**src/rtl/booth_pkg.sv**
```systemverilog
// Shared types and constants for the Booth partial-product reduction path.
package booth_pkg;

  localparam int unsigned PP_W     = 10;
  localparam int unsigned PROD_W   = 16;
  localparam int unsigned NUM_PP   = 4;
  localparam int unsigned PP_SHIFT = 2;

  typedef logic signed [PP_W-1:0]   pp_t;
  typedef logic signed [PROD_W-1:0] prod_t;

  // Sign-extend a partial product to product width and place it at weight 4^idx.
  function automatic prod_t pp_align(input pp_t pp, input int unsigned idx);
    prod_t w_ext;
    w_ext = prod_t'(pp);
    return w_ext <<< (PP_SHIFT * idx);
  endfunction

endpackage

```
**src/rtl/booth_pp_reduce_acc_if.sv**
```systemverilog
// Beat interface between the Booth PP generator and the reduce/accumulate stage.
interface booth_pp_reduce_acc_if #(
  parameter int unsigned ACC_W = 32
);
  import booth_pkg::*;

  logic             valid_i;
  pp_t              pp1_i;
  pp_t              pp2_i;
  pp_t              pp3_i;
  pp_t              pp4_i;
  logic             mode_i;
  logic             acc_clr_i;
  logic [ACC_W-1:0] psum_i;
  logic             valid_o;
  logic [ACC_W-1:0] psum_o;

  modport master (
    output valid_i, pp1_i, pp2_i, pp3_i, pp4_i, mode_i, acc_clr_i, psum_i,
    input  valid_o, psum_o
  );

  modport slave (
    input  valid_i, pp1_i, pp2_i, pp3_i, pp4_i, mode_i, acc_clr_i, psum_i,
    output valid_o, psum_o
  );

endinterface

```
**src/rtl/booth_pp_compress.sv**
```systemverilog
// Combinational 4:2 carry-save compressor plus final adder: four Booth PPs -> 16-bit product.
module booth_pp_compress
  import booth_pkg::*;
(
  input  pp_t   i_pp1,
  input  pp_t   i_pp2,
  input  pp_t   i_pp3,
  input  pp_t   i_pp4,
  output prod_t o_prod_c
);

  logic [PROD_W-1:0] w_x [NUM_PP];
  logic [PROD_W-1:0] w_s1;
  logic [PROD_W-1:0] w_c1;
  logic [PROD_W-1:0] w_s2;
  logic [PROD_W-1:0] w_c2;

  assign w_x[0] = pp_align(i_pp1, 0);
  assign w_x[1] = pp_align(i_pp2, 1);
  assign w_x[2] = pp_align(i_pp3, 2);
  assign w_x[3] = pp_align(i_pp4, 3);

  // Two 3:2 layers form the 4:2 compressor; carries dropped past bit 15 are exact mod 2^16.
  always_comb begin
    w_s1 = w_x[0] ^ w_x[1] ^ w_x[2];
    w_c1 = ((w_x[0] & w_x[1]) | (w_x[0] & w_x[2]) | (w_x[1] & w_x[2])) << 1;
    w_s2 = w_s1 ^ w_c1 ^ w_x[3];
    w_c2 = ((w_s1 & w_c1) | (w_s1 & w_x[3]) | (w_c1 & w_x[3])) << 1;
  end

  assign o_prod_c = prod_t'(w_s2 + w_c2);

endmodule

```
**src/rtl/booth_pp_reduce_acc.sv**
```systemverilog
// Two-stage pipeline: reduce Booth PPs to a product, then add to chain psum or local accumulator.
module booth_pp_reduce_acc
  import booth_pkg::*;
#(
  parameter int unsigned ACC_W = 32
) (
  input  logic                  clk,
  input  logic                  rst,
  input  logic                  stall_i,
  booth_pp_reduce_acc_if.slave  bus
);

  prod_t            w_prod;
  logic [ACC_W-1:0] w_prod_ext;
  logic [ACC_W-1:0] w_acc_nxt;
  logic [ACC_W-1:0] w_psum_nxt;
  logic             w_valid_nxt;

  logic             r_s1_valid;
  prod_t            r_s1_prod;
  logic             r_s1_mode;
  logic             r_s1_clr;
  logic             r_valid_o;
  logic [ACC_W-1:0] r_psum;
  logic [ACC_W-1:0] r_acc;

  booth_pp_compress u_compress (
    .i_pp1    (bus.pp1_i),
    .i_pp2    (bus.pp2_i),
    .i_pp3    (bus.pp3_i),
    .i_pp4    (bus.pp4_i),
    .o_prod_c (w_prod)
  );

  assign w_prod_ext = ACC_W'(r_s1_prod);

  // Stage-2 next state: chain add or accumulator update; holds when no beat is present.
  always_comb begin
    w_acc_nxt   = r_acc;
    w_psum_nxt  = r_psum;
    w_valid_nxt = 1'b0;
    if (r_s1_valid) begin
      w_valid_nxt = 1'b1;
      if (r_s1_mode) begin
        w_acc_nxt  = r_s1_clr ? w_prod_ext : r_acc + w_prod_ext;
        w_psum_nxt = w_acc_nxt;
      end else begin
        w_psum_nxt = bus.psum_i + w_prod_ext;
      end
    end
  end

  // Pipeline registers; a stall freezes every one of them.
  always_ff @(posedge clk or posedge rst) begin
    if (rst) begin
      r_s1_valid <= 1'b0;
      r_s1_prod  <= '0;
      r_s1_mode  <= 1'b0;
      r_s1_clr   <= 1'b0;
      r_valid_o  <= 1'b0;
      r_psum     <= '0;
      r_acc      <= '0;
    end else if (!stall_i) begin
      r_s1_valid <= bus.valid_i;
      r_s1_prod  <= w_prod;
      r_s1_mode  <= bus.mode_i;
      r_s1_clr   <= bus.acc_clr_i;
      r_valid_o  <= w_valid_nxt;
      r_psum     <= w_psum_nxt;
      r_acc      <= w_acc_nxt;
    end
  end

  assign bus.valid_o = r_valid_o;
  assign bus.psum_o  = r_psum;

endmodule

```
**src/flat_wrapper.sv**
```systemverilog
// flat-port wrapper written by rule: the top's interface ports become plain ports
module booth_pp_reduce_acc_flat import booth_pkg::*;
#(
  parameter int unsigned ACC_W = 32
)
  (clk, rst, stall_i, bus_valid_i, bus_pp1_i, bus_pp2_i, bus_pp3_i, bus_pp4_i, bus_mode_i, bus_acc_clr_i, bus_psum_i, bus_valid_o, bus_psum_o);
  booth_pp_reduce_acc_if #(.ACC_W(ACC_W)) bus_i ();
  input  logic clk;
  input  logic rst;
  input  logic stall_i;
  input wire logic [$bits(bus_i.valid_i)-1:0] bus_valid_i;
  input wire logic [$bits(bus_i.pp1_i)-1:0] bus_pp1_i;
  input wire logic [$bits(bus_i.pp2_i)-1:0] bus_pp2_i;
  input wire logic [$bits(bus_i.pp3_i)-1:0] bus_pp3_i;
  input wire logic [$bits(bus_i.pp4_i)-1:0] bus_pp4_i;
  input wire logic [$bits(bus_i.mode_i)-1:0] bus_mode_i;
  input wire logic [$bits(bus_i.acc_clr_i)-1:0] bus_acc_clr_i;
  input wire logic [$bits(bus_i.psum_i)-1:0] bus_psum_i;
  output wire logic [$bits(bus_i.valid_o)-1:0] bus_valid_o;
  output wire logic [$bits(bus_i.psum_o)-1:0] bus_psum_o;
  assign bus_i.valid_i = bus_valid_i;
  assign bus_i.pp1_i = bus_pp1_i;
  assign bus_i.pp2_i = bus_pp2_i;
  assign bus_i.pp3_i = bus_pp3_i;
  assign bus_i.pp4_i = bus_pp4_i;
  assign bus_i.mode_i = bus_mode_i;
  assign bus_i.acc_clr_i = bus_acc_clr_i;
  assign bus_i.psum_i = bus_psum_i;
  assign bus_valid_o = bus_i.valid_o;
  assign bus_psum_o = bus_i.psum_o;
  booth_pp_reduce_acc #(.ACC_W(ACC_W)) u_core (.clk(clk), .rst(rst), .stall_i(stall_i), .bus(bus_i));
endmodule
```
**config.mk**
```make
export PLATFORM = sky130hd
export DESIGN_NAME = booth_pp_reduce_acc_flat
export DESIGN_NICKNAME = d
export VERILOG_FILES = /design/src/rtl/booth_pkg.sv /design/src/rtl/booth_pp_reduce_acc_if.sv /design/src/rtl/booth_pp_compress.sv /design/src/rtl/booth_pp_reduce_acc.sv /design/src/flat_wrapper.sv
export SDC_FILE = /design/constraint.sdc
export NUM_CORES = 1
export LEC_CHECK = 0
export CORE_MARGIN = 10
export CORE_UTILIZATION = 45
export CTS_CLUSTER_SIZE = 40
export DETAILED_ROUTE_END_ITERATION = 12
export HOLD_SLACK_MARGIN = 0.12
export PLACE_DENSITY_LB_ADDON = 0.08
export REMOVE_ABC_BUFFERS = 1
export SLEW_MARGIN = 25
export SYNTH_ARGS = -nofsm -noshare
export SYNTH_HDL_FRONTEND = slang
export SYNTH_SLANG_ARGS = --single-unit
```
**constraint.sdc**
```tcl
create_clock -name clk -period 2.98 [get_ports clk]
set_clock_uncertainty 0.05 [all_clocks]
set_input_delay 0.596 -clock clk [delete_from_list [all_inputs] [get_ports clk]]
set_output_delay 0.596 -clock clk [all_outputs]
set_load 0.05 [all_outputs]
```
### Yosys cells after proc, flatten, opt, wreduce, memory -nomap -nowiden

Index checks and enable logic that the tools add are counted.

| word-level totals | value |
|---|---|
| register bits after elaboration | 84 |
| bits of input ports | 78 |
| logic and storage cells | 30 |

| operators by class | value |
|---|---|
| add/sub/neg operators | 3 |
| mux-type cells | 3 |
| bitwise operators | 15 |
| reduce and logical (&&, ||, !) cells | 2 |

Operators by type and width:

| kind | count |
|---|---|
| 15-bit bitwise AND | 6 |
| 32-bit adder | 2 |
| 32-bit two-way mux | 2 |
| 16-bit bitwise XOR | 4 |
| 15-bit bitwise OR | 4 |
| 16-bit adder | 1 |
| 3-bit AND reduction | 1 |
| 2-bit AND reduction | 1 |
| 1-bit two-way mux | 1 |
| 1-bit NOT | 1 |

### Longest topological paths before layout

| depth | value |
|---|---|
| depth after elaboration | 7 |
| depth in mapped cells | 15 |
| gate-level depth less buffers | 15 |

### Cells and area by module

Synthesis repeated with hierarchy kept, for this count alone.

| unflattened totals | value |
|---|---|
| cells, all modules | 934 |
| area, all modules | 7,955.1 µm² |

By module, submodules not included:

| module | times used | cells each | area each (µm²) | seq. area each (µm²) |
|---|---|---|---|---|
| booth_pp_reduce_acc | 1 | 799 | 6,794.0 | 2,102.0 |
| booth_pp_compress | 1 | 135 | 1,161.1 | 0.0 |

### Worst setup path after synthesis

No wires, ideal clock.

| timing path | value |
|---|---|
| path type | input to register |
| start point | input port bus_pp3_i[2] |
| end point | register u_core.r_s1_prod[15] |
| setup time | 0.133 ns |
| arrival | 3.318 ns |
| required time | 2.797 ns |
| path slack | -0.522 ns |
| stages | 14 |
| buffers on the path | 0 |
| cell sequence | inv_1 -> fa_1 -> fa_1 -> inv_1 -> ha_1 -> a21oi_1 -> o21bai_1 -> a21oi_1 -> nor2b_1 -> o21a_1 -> o31a_1 -> o41ai_2 -> xnor2_1 -> o21ai_0 |

| between the ends | value |
|---|---|
| cells in the longest elaborated chain, start to end | 7 |
| elaborated cells between the ends (all ways) | 13 |
| classes of those cells | add/sub: 1; bitwise: 12 |

RTL lines:

| item | RTL line | text |
|---|---|---|
| start: declaration | flat_wrapper.sv:14 | `input wire logic [$bits(bus_i.pp3_i)-1:0] bus_pp3_i;` |
| 15-bit bitwise AND | booth_pp_compress.sv:26 | `w_c1 = ((w_x[0] & w_x[1]) \| (w_x[0] & w_x[2]) \| (w_x[1] & w_x[2])) << 1;` |
| 15-bit bitwise OR (2 in series) | booth_pp_compress.sv:26 |  |
| 15-bit bitwise AND | booth_pp_compress.sv:28 | `w_c2 = ((w_s1 & w_c1) \| (w_s1 & w_x[3]) \| (w_c1 & w_x[3])) << 1;` |
| 15-bit bitwise OR (2 in series) | booth_pp_compress.sv:28 |  |
| 16-bit adder * | booth_pp_compress.sv:31 | `assign o_prod_c = prod_t'(w_s2 + w_c2);` |
| end signal: assignment | booth_pp_reduce_acc.sv:65 | `r_s1_prod <= w_prod;` |
| end: declaration | booth_pp_reduce_acc.sv:20 | `prod_t r_s1_prod;` |

Mark *: on every way between the ends. The rest lies on a longest branch, timed or not.
A chain may end at the register's enable or synchronous reset.

### Worst setup path after layout

| timing path | value |
|---|---|
| start point | input port bus_pp2_i[1] |
| end point | register u_core.r_s1_prod[14] |

| between the ends | value |
|---|---|
| cells in the longest elaborated chain, start to end | 7 |
| elaborated cells between the ends (all ways) | 14 |
| classes of those cells | add/sub: 1; bitwise: 13 |

RTL lines:

| item | RTL line | text |
|---|---|---|
| start: declaration | flat_wrapper.sv:13 | `input wire logic [$bits(bus_i.pp2_i)-1:0] bus_pp2_i;` |
| 15-bit bitwise AND | booth_pp_compress.sv:26 |  |
| 15-bit bitwise OR (2 in series) | booth_pp_compress.sv:26 |  |
| 15-bit bitwise AND | booth_pp_compress.sv:28 |  |
| 15-bit bitwise OR (2 in series) | booth_pp_compress.sv:28 |  |
| 16-bit adder * | booth_pp_compress.sv:31 |  |

Marked as above.

==> out/metrics.csv <==
stage;metric;value;unit
run_status;status;complete, but fails checks;
run_status;violations;negative setup slack;
place;port_buffers;110;
sta;drv_slew;0;
layout;nets;1332;
worst_setup_path;crit_family;compound AO/OA/AOI/OAI gates;
die;initial_core_util;0.464;
synthesis;synth_edf_count;0;
die;rows;47;
sta;relSlewSlack;0.560;
worst_setup_path;arrival;3450;ps
power;power_leakage;5.17;nW
place;placed_cells;1338;
sta;fin_crit;3260;ps
place;place_area;0.0101;mm²
synthesis;yosysSeqAreaShare;0.270;
run;cap_violations;0;
layout;antenna_cells;0;
detailed_routing;drt_iter0_markers;253;
detailed_routing;num_vias;7324;
synthesis;syn_inst;894;
die;die_h;151;µm
detailed_routing;dr.pass1.iters;6;
worst_setup_path;cp_max_fo;2;
die;die_area;0.0229;mm²
detailed_routing;maxUsedRoutingLayer;met4;
detailed_routing;wirelength;22.5;mm
place;hpwl;17.1;mm
detailed_routing;drc_errors;0;
power;power_density;1180;mW/mm²
worst_setup_path;cp-start-kind;primary input;
worst_setup_path;worstReg2RegStart;u_core.r_s1_prod[0];
clock_network;numCtsBuffers;9;
detailed_routing;viasPerCell;5.31;
layout;area_delta_synth_final;45.0;%
detailed_routing;dr_wl_met2;11.6;mm
sta;worst_slew_pin_slew;659;ps
sta;setup_viol;9;
layout;fin_util;0.672;
grt;antenna_found_initial;0;
synthesis;yosysWarnings;0;
clock_network;tritoncts;yes;
worst_setup_path;required;3170;ps
grt;grt_overflow;0;
die;num_io_pins;111;
clock_network;cts_max_level;3;
synthesis;ys.flop_type;dfrtp_1;
grt;grt_pass1_wl;36.0;mm
sta;hold_viol_final;0;
worst_setup_path;crit_path_end_kind;flop;
layout;final_common_cell;buf_4;
layout;instances_no_fill;1378;
layout;fillers;1425;
detailed_routing;wl_met1;9.64;mm
clock_network;clock_latency;350;ps
synthesis;synth_cell_types;72;
layout;drive_above_1_share;0.299;
worst_setup_path;path_cells;clkdlybuf4s50_1 -> ha_4 -> ha_4 -> ha_4 -> fa_2 -> a21o_1 -> a21oi_2 -> o21bai_1 -> a21oi_2 -> o21bai_1 -> a21oi_2 -> o21bai_1 -> a21oi_1 -> xor2_1 -> o21ai_1;
power;p_total;13.3;mW
worst_setup_path;crit_type;primary input to flop;
detailed_routing;wl_met3;925;µm
clock_network;cts_sinks;84;
sta;timing.hold.ws;424;ps
sta;setup_slack;-283;ps
sta;max_freq;307;MHz
worst_setup_path;crit_start;bus_pp2_i[1];
die;core-area;0.0168;mm²
sta;rsz0062_at_grt;yes;
grt;grt_pass1_vias;7369;
worst_setup_path;crit_path_top_delay_cell;clkdlybuf4s50_1;
clock_network;cts_root_buf;clkbuf_16;
die;die_w;151;µm
worst_setup_path;critical_path_buf_inv_count;1;
detailed_routing;ant_nets;0;
synthesis;async_flop_share;1.00;
worst_hold_path;hold_path.class;flop to flop;
place;gp_congestion;0.877;
clock_network;clock_path_buffers;2;
synthesis;synth_seq_cells;84;
layout;final_cell_mix;buf_4 (159), nand2_1 (90), clkdlybuf4s50_1 (82), dfrtp_1 (82), o21ai_0 (61);
synthesis;syn_avg_cell_area;8.69;µm²
synthesis;syn_area;0.00777;mm²
layout;final_cell_area;0.0113;mm²
worst_hold_path;hp-start;u_core.bus.psum_o[1];
clock_network;cts_hold_buffers;0;
power;peakVddDrop;0.000655;V
clock_network;cts.clk_slew.worst_paths;60;ps
detailed_routing;avgRoutedWirePerCell;16.4;µm
grt;grt_start_max_net_pins;36;
sta;finalCritPeriodShare;1.09;
grt;track_usage;0.195;
worst_setup_path;cpPeakStageDelay;510;ps
[synthesized netlist by cell type, types with 10 or more instances]
master	count	area, µm²
a21oi_1	73	365
fa_1	22	440
ha_1	79	988
a31oi_1	12	75.1
nand3_1	11	55.1
clkbuf_1	26	97.6
a21o_1	29	218
inv_1	77	289
o21bai_1	10	75.1
o21a_1	25	188
nand2_1	91	342
xnor2_1	40	350
xor2_1	25	219
nor3_1	11	55.1
mux2_2	20	225
nor2_1	49	184
dfrtp_1	84	2100
o21ai_0	84	420
[tightest hold or removal path, delay by kind of cell (launching register included)]
| kind | cells | cell delay (ps) |
|---|---|---|
| flops | 1 | 340 |
| compound gates | 1 | 60 |
| simple gates | 1 | 40 |
[cell type report]
type,count,area (µm²),share of cell area
Clock buffer,10,239,0.0212
Clock inverter,6,87.6,0.00777
Inverter,77,295,0.0262
Multi-Input combinational cell,701,5840,0.518
Sequential cell,84,2100,0.187
Tap cell,220,275,0.0244
Timing Repair Buffer,280,2430,0.215
[path summary, 6_finish.rpt]
kind,cells after the start,to,slack (ps)
setup / recovery,15,u_core.r_s1_prod[14],-280
hold / removal,2,u_core.bus.psum_o[1],420
setup reg to reg,16,u_core.r_acc[20],-60
hold reg to reg,2,u_core.bus.psum_o[1],420
min in group asynchronous,2,u_core.bus.psum_o[0],590
max in group asynchronous,3,u_core.r_acc[29],1640
[routing by layer]
metal	global-route usage	vias to the layer above
li1	-	3699
met1	0.234	3475
met2	0.349	125
met3	0.0349	25
met4	0.0510	0
met5	0	-
[stage by stage]
step,setup TNS [ps],setup slack [ps]
3_5_place_dp,-17050,-1130
3_3_place_gp,-16180,-1070
6_report,-1060,-283
5_1_grt,-2880,-462
2_1_floorplan,-4360,-517
4_1_cts,-1110,-383
[timing repair]
item / 4_1_cts / 5_1_grt
pin swaps: 47 / 79
gates resized for setup: 83 / 131
buffers inserted: 10 / 15
endpoints found under the setup margin: 32 / 41
[registers in the layout, summed over array words and instances (netlist names)]
register and count:
u_core.bus.psum_o 32, u_core.bus.valid_o 1, u_core.r_acc 32, u_core.r_s1_clr 1, u_core.r_s1_mode 1, u_core.r_s1_prod 16, u_core.r_s1_valid 1
[power breakdown]
part | total (mW) | internal [mW] | leakage (nW) | switching [mW]
logic | 9.98 | 4.82 | 4.02 | 5.15
registers | 2.05 | 1.65 | 0.987 | 0.404
clock network | 1.25 | 0.757 | 0.162 | 0.494
total | 13.3 | 7.23 | 5.17 | 6.05
[cell families (layout without fill, tap and decap cells)]
group | after synthesis | in the layout | share of synthesized area
adder cells (fa/ha/maj) | 101 | 101 | 0.184
multiplexers | 24 | 24 | 0.0341
flip-flops | 84 | 84 | 0.270
XOR/XNOR | 65 | 65 | 0.0732
buffers and inverters | 109 | 373 | 0.0605
AO/OA/AOI/OAI | 296 | 296 | 0.249
AND/OR/NAND/NOR | 215 | 215 | 0.128
No activity file was read; power rests on OpenSTA's default activity.
